**src/rtl/gearbox_32_to_128.sv**
```systemverilog
// Packs 32-bit stream beats into 128-bit words; beat 0 in [31:0], beat 3 in [127:96]; short tails are padded and lane-flagged via m_keep.
// Latency: the word is visible on m_* one clock after its completing beat (or flush) is accepted.
// Backpressure: s_ready = !m_valid || m_ready; a pending word holds m_* stable and stalls the input.
module gearbox_32_to_128 #(
  parameter logic [31:0] PAD_WORD = 32'h0000_0000
) (
  input  logic         clk,
  input  logic         rst_n,
  input  logic [31:0]  s_data,
  input  logic         s_valid,
  input  logic         s_last,
  output logic         s_ready,
  input  logic         flush,
  output logic [127:0] m_data,
  output logic [15:0]  m_keep,
  output logic         m_last,
  output logic         m_valid,
  input  logic         m_ready,
  output logic [1:0]   fill_cnt
);

  logic [127:0] acc;       // lanes collected so far; lanes >= cnt are kept at zero
  logic [1:0]   cnt;       // number of lanes held in acc
  logic         accept;    // beat handshake this cycle
  logic         flush_eff; // flush pulse that is honoured this cycle
  logic         emit;      // this cycle closes a word into the output register
  logic [2:0]   n_lanes;   // valid lanes in the word being closed
  logic [127:0] word_nxt;
  logic [15:0]  keep_nxt;

  // The output register is the only stall point: free or draining means ready.
  assign s_ready   = !m_valid || m_ready;
  assign accept    = s_valid && s_ready;
  assign flush_eff = flush && s_ready;
  assign fill_cnt  = cnt;
  assign n_lanes   = {1'b0, cnt} + {2'b00, accept};

  // Close a word on the 4th lane, on a last beat, or on flush; an empty flush is dropped.
  always_comb begin
    emit = 1'b0;
    if (accept) begin
      emit = (cnt == 2'd3) || s_last || flush_eff;
    end else begin
      emit = flush_eff && (cnt != 2'd0);
    end
  end

  // Candidate output word: held lanes, then the incoming beat, then padding above.
  always_comb begin
    word_nxt = '0;
    keep_nxt = '0;
    for (int k = 0; k < 4; k++) begin
      if (3'(k) < {1'b0, cnt}) begin
        word_nxt[32*k +: 32] = acc[32*k +: 32];
      end else if ((3'(k) == {1'b0, cnt}) && accept) begin
        word_nxt[32*k +: 32] = s_data;
      end else begin
        word_nxt[32*k +: 32] = PAD_WORD;
      end
      keep_nxt[4*k +: 4] = (3'(k) < n_lanes) ? 4'hF : 4'h0;
    end
  end

  // Accumulator: collect beats lane by lane; a closed word restarts at lane 0.
  always_ff @(posedge clk or negedge rst_n) begin
    if (!rst_n) begin
      acc <= '0;
      cnt <= 2'd0;
    end else if (emit) begin
      acc <= '0;
      cnt <= 2'd0;
    end else if (accept) begin
      acc[{cnt, 5'd0} +: 32] <= s_data;
      cnt                    <= cnt + 2'd1;
    end
  end

  // Output register: load a closed word, otherwise hold until the consumer takes it.
  always_ff @(posedge clk or negedge rst_n) begin
    if (!rst_n) begin
      m_data  <= '0;
      m_keep  <= '0;
      m_last  <= 1'b0;
      m_valid <= 1'b0;
    end else if (emit) begin
      m_data  <= word_nxt;
      m_keep  <= keep_nxt;
      m_last  <= accept && s_last;
      m_valid <= 1'b1;
    end else if (m_ready) begin
      m_valid <= 1'b0;
    end
  end

endmodule
```
**config.mk**
```make
export PLATFORM = sky130hd
export DESIGN_NAME = gearbox_32_to_128
export DESIGN_NICKNAME = d
export VERILOG_FILES = /design/src/rtl/gearbox_32_to_128.sv
export SDC_FILE = /design/constraint.sdc
export NUM_CORES = 1
export LEC_CHECK = 0
export ABC_AREA = 1
export ABC_CLOCK_PERIOD_IN_PS = 5900
export CAP_MARGIN = 25
export CORE_ASPECT_RATIO = 0.75
export CORE_MARGIN = 2
export CORE_UTILIZATION = 40
export DETAILED_ROUTE_END_ITERATION = 8
export PLACE_DENSITY = 0.61
export SLEW_MARGIN = 5
export SYNTH_ARGS = -nofsm -noshare
export SYNTH_HDL_FRONTEND = slang
export SYNTH_SLANG_ARGS = --single-unit
```
**constraint.sdc**
```tcl
create_clock -name clk -period 5.9 [get_ports clk]
set_input_delay 1.77 -clock clk [delete_from_list [all_inputs] [get_ports clk]]
set_output_delay 1.77 -clock clk [all_outputs]
set_load 0.02 [all_outputs]
```
# Word level (Yosys, flattened, before mapping)
# Cells that the tools add are included.
[op_classes]
add_sub_neg = 3
order_cmp = 7
eq_ne = 4
shifts = 2
n_mux = 19
reduce_logical = 16
[ops]
columns = ["operator", "n"]
rows = [
  ["128-bit 2-to-1 mux", 2],
  ["32-bit 2-to-1 mux", 7],
  ["128-bit bitwise mux", 1],
  ["32-bit by 9-bit variable shift with 128-bit output, first input constant", 1],
  ["32-bit by 9-bit indexed part select with 128-bit output", 1],
  ["4-bit 2-to-1 mux", 4],
  ["7-bit negator with 9-bit output", 1],
  ["1-bit logical AND", 8],
  ["1-bit by 3-bit less-than comparator with 1-bit output, first input constant", 2],
  ["2-bit by 3-bit less-than comparator with 1-bit output, first input constant", 2],
  ["2-bit nonzero test", 3],
  ["2-bit == test, first input constant", 2],
  ["1-bit by 2-bit less-than comparator with 1-bit output, first input constant", 2],
  ["2-bit 2-to-1 mux", 2],
  ["2-bit by 1-bit adder with 3-bit output", 1],
  ["1-bit logical OR", 3],
  ["1-bit 2-to-1 mux", 3],
  ["2-bit by 1-bit adder with 2-bit output, second input constant", 1],
  ["1-bit by 2-bit == test with 1-bit output, first input constant", 1],
  ["2-bit == test, second input constant", 1],
  ["2-bit zero test", 1],
  ["2-bit less-than comparator, first input constant", 1],
  ["1-bit zero test", 1],
]
[totals]
ff_bits = 276
input_bits = 38
word_cells = 57

# Logic depth before layout (Yosys ltp)
# Gate-level depths: netlist of the first run.
[logic_depth]
ltp_word = 6
depth_mapped = 13
mapped_depth_nobuf = 9

# Worst setup path after synthesis of the first run
# OpenSTA, ideal clock, no wires.
[synth_timing]
kind = "input to output"
start = "input m_ready"
end = "output s_ready"
t_arrival_ps = 1926
setup_slack_ps = 2204
stages = 2
path_buffers = 0
path_cell_list = "inv_2 -> nand2_4"
[synth_between]
elab_chain_cells = 1
[synth_rtl]
columns = ["element", "line", "text"]
rows = [
  ["start: declaration", "18", "input logic m_ready,"],
  ["1-bit logical OR", "32", "assign s_ready = !m_valid || m_ready;"],
  ["end: declaration", "12", "output logic s_ready,"],
]
# Every way passes these cells.

# Worst setup path after layout of the first run
# Ends and elaborated chain as after synthesis.

==> out/summary.txt, run 1 <==
Setup crit start kind -> input pin
antenna-violating nets left -> 0
gpl congestion -> 0.794
GRT overflow -> 0
top post-synthesis cells by area -> dfrtp_1 (50%), nand2_1 (24%), nand4_1 (3.6%)
dpl cell area -> 13400 um2
Crit Path Max Fanout -> 6
Max stage delay on crit path -> 0.63 ns
post-synthesis net count -> 1590
Root Driver -> clkbuf_16
Via density -> 5.14
Critical Path, Cell by Cell -> clkdlybuf4s50_1 > inv_2 > nand2_4 > clkdlybuf4s50_1
crit-path most repeated cell -> clkdlybuf4s50_1
Seq/Total Area, Yosys -> 50.1%
PostCTS Resize Cnt -> 0
switch share -> 36.1%
crit end category -> output pin
worst hold start -> m_data[82]
combinational share of power -> 31.5%
Max VDD drop -> 204 uV
count of cell types in the netlist -> 22
cts hold-fix bufs -> 0
Die ar. -> 30300 um2
HP Class -> reg2reg
Reg2Reg Setup Slack -> 2.21 ns
clk sinks -> 232
PwrDens -> 358 nW/um2
detailed-route DRC error count -> 0
initial detailed-routing violation count -> 981
max-slew violations -> 0
Starting Density -> 41.0%
Setup Buffers After CTS -> 0
crit path DAT -> 3.05 ns
CTS tree -> yes
worst hold slack -> 0.477 ns
FF+latch count, synth -> 232
total CTS buffers -> 25
First-pass DRT Iterations -> 7
Crit-path slowest cell -> clkdlybuf4s50_1
cell taking the most area after synthesis -> dfrtp_1
mean cell area of the mapped netlist -> 7.51 um2
final hold vios -> 0
Post-Syn Area -> 11600 um2
die height -> 151 um
final instance area -> 14300 um2
Slew HR -> 32.4%
Hold Crit Endpoint -> m_data[82]
Lkg Pwr -> 0.00736 uW
die width -> 200 um
Pint -> 3270 uW
IO Count -> 187
Global Route Usage Sum -> 23.5%
worst-case clock skew -> 0.00893 ns
total wire length -> 36100 um
WL/cell -> 17.6 um
unrepaired setup endpoints after global routing -> false
synth warn -> 0
Hold Crit Depth -> 2
via count of the routed design -> 10513
Detail Placement HPWL -> 22000 um
Worst-Margin Slew -> 1.01 ns
asr flop ratio synth -> 100%
Tcrit/Tclk final -> 81.7%
area grow syn2layout -> 23.2%
Max-cap violations -> 0
status -> finished, final reports clean
NumNets Final -> 1690
Worst EP required -> 4.13 ns
CTS H-tree lvls -> 1
P_sw -> 1850 uW
Max Fclk -> 207 MHz
fillers -> 2799
Worst R2R Start -> fill_cnt[0]
worst setup path class -> in2out
EDFF count, synth -> 0
most instantiated cells after synthesis -> nand2_1 (747), dfrtp_1 (232), nor2_1 (101)
cells after synthesis -> 1543
sequential power share -> 36.6%
vias in the first global route -> 9901
largest net degree at the start of global routing -> 127
initial antenna violation count -> 1
top cell type's share of synthesized area -> 50.1%
dominant synthesized flop cell -> dfrtp_1
part of the power in the clock network -> 31.9%
Worst-path clk slew -> 0.06 ns
clk buf depth -> 3
setup violators final -> 0
count leader, synth -> nand2_1
Worst R2R End -> acc[46]
Final min period -> 4.82 ns
first-pass GRT wire length -> 56800 um
Clock Latency Late Sink -> 0.52 ns
Fin Setup TNS -> 0 ns
CORE AREA -> 28200 um2
port bufs -> 186
layout cells sized above 1 -> 4.52%
count of standard-cell rows -> 53
R2R cell count -> 6
layout by cell type (no fill, tap or decap), types with 5 or more instances in the layout:
cell type,count
ha_1,5
clkbuf_8,6
clkbuf_1,7
nand3b_1,30
clkinv_2,5
nand2_1,746
nor2_1,101
nand3_1,70
o21ai_1,8
inv_1,41
nand2_2,5
clkbuf_16,25
nor3_1,32
clkdlybuf4s50_1,185
dfrtp_1,231
o21ai_0,63
buf_4,12
nand4_1,67
cells by family (layout without fill, tap and decap cells):
kind of cell	Yosys count	in the layout	synth area share, %
AND/OR/NAND/NOR	1057	1057	38.1
adder cells (fa/ha/maj)	9	9	0.972
buffers and inverters	172	290	7.54
AO/OA/AOI/OAI	73	73	3.24
other	0	1	0
flip-flops	232	232	50.1
metal layers:
layer	vias to the layer above	part of all wire, %	global-route usage (%)
met1	5017	47	33.6
met4	0	2.6	6.48
met3	55	6.4	4.11
met5	-	0	0
met2	370	44	37.0
li1	5071	-	-
power groups by stage:
stage	clock network, uW	logic, uW	registers (uW)
after floorplan	0	874	2030
after detailed placement	0	1620	1900
after global placement	0	1590	1900
after CTS	1660	1620	1870
after global routing	1720	1740	1890
final	1630	1610	1870
area by class of cell:
type / count / area (um2) / area share (%)
antenna: 1 / 2.50 / 0.0175
clock buffer: 38 / 734 / 5.15
clock inverter: 7 / 110 / 0.772
inverter: 44 / 166 / 1.17
multi-input combinational: 1139 / 4940 / 34.6
sequential: 232 / 5810 / 40.7
tap: 385 / 482 / 3.38
timing repair buffer: 201 / 2020 / 14.2
worst max path at each step:
| stage | from | end | slack (ns) |
|---|---|---|---|
| floorplan | m_ready | s_ready | 2.20 |
| global placement | m_ready | m_data[32] | 1.05 |
| detailed placement | m_ready | m_data[29] | 0.99 |
| CTS | m_ready | s_ready | 1.07 |
| global route | m_ready | s_ready | 1.05 |
| finish | m_ready | s_ready | 1.08 |
worst max-delay path, delay by kind of cell:
| family | cells | cell delay [ns] |
|---|---|---|
| buffers and inverters | 3 | 1.16 |
| AND/OR/NAND/NOR | 1 | 0.12 |
per-stage QoR:
step | instances | utilization, % | worst slack, ns | power [uW]
floorplan | 1543 | - | 2.20 | 2910
global placement | 2000 | 47.4 | 1.05 | 3490
detailed placement | 2001 | 47.5 | 0.985 | 3510
CTS | 2046 | 50.5 | 1.07 | 5150
global route | 2046 | 50.5 | 1.05 | 5360
finish | 2047 | 50.5 | 1.08 | 5110
flip-flops by register name, summed over array words and instances, names as in the netlist:
register and cells:
m_data 128, acc 96, m_keep 4, fill_cnt 2, m_last 1, m_valid 1
Power figures use the tool's default switching activity.
==> inputs of run 2 (changes only) <==
ABC_CLOCK_PERIOD_IN_PS = 4850   (was 5900)
clock period = 4.85 ns   (was 5.9 ns; I/O delays follow)
==> run 2 against run 1 <==
Sequential share of layout area decreased by 0.19 points. Largest cell class unchanged. Non-clock buffer count up 7. Critical endpoint unchanged. Worst hold slack lost 0.0015 ns. Clock skew shrank 0.0035 ns. Worst setup slack worse by 0.41 ns. Largest power group unchanged.
==> out/summary.txt, run 2 (same netlist as run 1, synthesis figures left out) <==
status -> finished, final reports clean
Final Non-Filler Cells -> 2057 (+0.49%)
Hold Crit Depth -> 2 (unchanged)
Global Route Usage Sum -> 23.7% (+0.21 points)
initial detailed-routing violation count -> 797 (-19%)
setup violators final -> 0 (unchanged)
Clock Latency Late Sink -> 0.53 ns (about the same)
Crit Path Max Fanout -> 6 (unchanged)
initial antenna violation count -> 1 (unchanged)
unrepaired setup endpoints after global routing -> false
Critical Path, Cell by Cell -> clkdlybuf4s50_1 > inv_2 > nand2_4 > clkdlybuf4s50_1
max-slew violations -> 0 (unchanged)
layout cells sized above 1 -> 5.21% (+0.69 points)
GRT overflow -> 0 (unchanged)
Lkg Pwr -> 0.00741 uW (+0.60%)
Die ar. -> 30300 um2 (unchanged)
clk buf depth -> 3 (unchanged)
die width -> 200 um (unchanged)
Max stage delay on crit path -> 0.62 ns (about the same)
IO Count -> 187 (unchanged)
total wire length -> 36200 um (+0.43%)
delay-heaviest family, CP -> buffers and inverters
Via density -> 5.15 (+0.29%)
Fin Setup TNS -> 0 ns (unchanged)
worst setup path class -> in2out
max reg flops -> 128 (unchanged)
CTS H-tree lvls -> 1 (unchanged)
PwrDens -> 433 nW/um2 (+21%)
R2R cell count -> 9 (+3)
total CTS buffers -> 26 (+4.0%)
crit path DAT -> 2.73 ns (-0.32 ns)
Worst-Margin Slew -> 0.940 ns (-0.0739 ns)
CTS tree -> yes
First-pass DRT Iterations -> 5 (-2)
Worst EP required -> 3.39 ns (-0.74 ns)
WL/cell -> 17.6 um (about the same)
vias in the first global route -> 10386 (+4.9%)
area grow syn2layout -> 23.8%
Top reg by flops -> m_data
Worst R2R End -> acc[36]
Max Fclk -> 239 MHz
die height -> 151 um (unchanged)
final hold vios -> 0 (unchanged)
first-pass GRT wire length -> 57500 um (+1.2%)
CORE AREA -> 28200 um2 (unchanged)
Max-cap violations -> 0 (unchanged)
Detail Placement HPWL -> 22400 um (+1.8%)
cts hold-fix bufs -> 0 (unchanged)
Worst-path clk slew -> 0.06 ns (about the same)
dpl cell area -> 13500 um2 (+0.52%)
Setup Buffers After CTS -> 0 (unchanged)
antenna-violating nets left -> 0 (unchanged)
commonest cells after routing, fill and taps aside -> nand2_1 (746), dfrtp_1 (231), clkdlybuf4s50_1 (185)
worst hold start -> m_data[22]
detailed-route DRC error count -> 0 (unchanged)
biggest regs -> m_data x128, acc x96, m_keep x4
Root Driver -> clkbuf_16
Crit-path slowest cell -> clkdlybuf4s50_1
Final min period -> 4.18 ns
worst path buffer plus inverter count -> 3 (unchanged)
final setup margin -> 0.665 ns (-0.414 ns)
Starting Density -> 41.0% (unchanged)
count of standard-cell rows -> 53 (unchanged)
placed insts -> 2008 (+0.35%)
port bufs -> 186 (unchanged)
worst-case clock skew -> 0.00543 ns (-0.00350 ns)
crit-path most repeated cell -> clkdlybuf4s50_1
final core utilization -> 50.8% (+0.23 points)
HP Class -> reg2reg
clk sinks -> 232 (unchanged)
gpl congestion -> 0.779 (-1.9%)
Worst R2R Start -> fill_cnt[1]
Hold Crit Endpoint -> m_data[22]
via count of the routed design -> 10595 (+0.78%)
Setup crit start kind -> input pin
Placement Setup Slack -> 0.656 ns (-0.330 ns)
Tcrit/Tclk final -> 86.3%
Slew HR -> 37.3% (+4.9 points)
PostCTS Resize Cnt -> 0 (unchanged)
final instance area -> 14300 um2 (+0.46%)
NumNets Final -> 1698 (+0.47%)
largest net degree at the start of global routing -> 138 (+8.7%)
Max VDD drop -> 287 uV (+41%)
Reg2Reg Setup Slack -> 1.48 ns (-0.73 ns)
crit end category -> output pin
most common cell after layout, fill and taps aside -> nand2_1
==> run 2: cell types whose count changed in the layout (fill, tap and decap cells not counted), sizes merged <==
cell / previous run / this run
clkbuf: 38 / 36
buf: 16 / 23
clkinvlp: 0 / 1
bufinv: 3 / 1
clkinv: 5 / 11
==> run 2: how the worst max path moves through the flow <==
| stage | startpoint | endpoint | slack, ns | cells after the start |
|---|---|---|---|---|
| 6_report | m_ready | s_ready | 0.67 | 4 |
| 5_1_grt | m_ready | s_ready | 0.62 | 4 |
| 4_1_cts | m_ready | s_ready | 0.65 | 4 |
| 3_5_place_dp | m_ready | s_ready | 0.66 | 4 |
| 3_3_place_gp | m_ready | s_ready | 0.65 | 4 |
| 2_1_floorplan | m_ready | s_ready | 1.78 | 2 |
==> run 2: final cells by class <==
type	instances	area (um2)
timing repair buffer	208	2090
multi-input combinational	1139	4940
fill	2788	13900
antenna	1	2.50
clock buffer	36	749
inverter	44	166
tap	385	482
sequential	232	5810
clock inverter	12	91.3
==> run 2: layer usage <==
layer  track usage, %  wire length [um]  up-vias
met2             38.0             16100      353
met5                0                 0        -
li1                 -                 -     5088
met3             3.96              2320       65
met1             32.9             16600     5089
met4             8.07              1180        0
==> run 2: power by group <==
part / switching (uW) / internal (uW) / total [uW]
combinational: 1310 / 652 / 1970
sequential: 146 / 2140 / 2280
clock: 824 / 1130 / 1960
==> run 2: through the flow <==
step                      hold slack (ns)  power, uW
after global routing                0.488       6510
after global placement              0.460       4240
final                               0.476       6210
after CTS                           0.481       6260
after detailed placement            0.464       4280
after floorplan                     0.442       3530
==> run 2: worst register-to-register path: cells and delay by family (launching register included) <==
family	cells	cell delay, ns
DFF	1	0.87
and+or+nand+nor	5	1.18
adders and majority gates	1	0.28
buffers and inverters	3	0.93
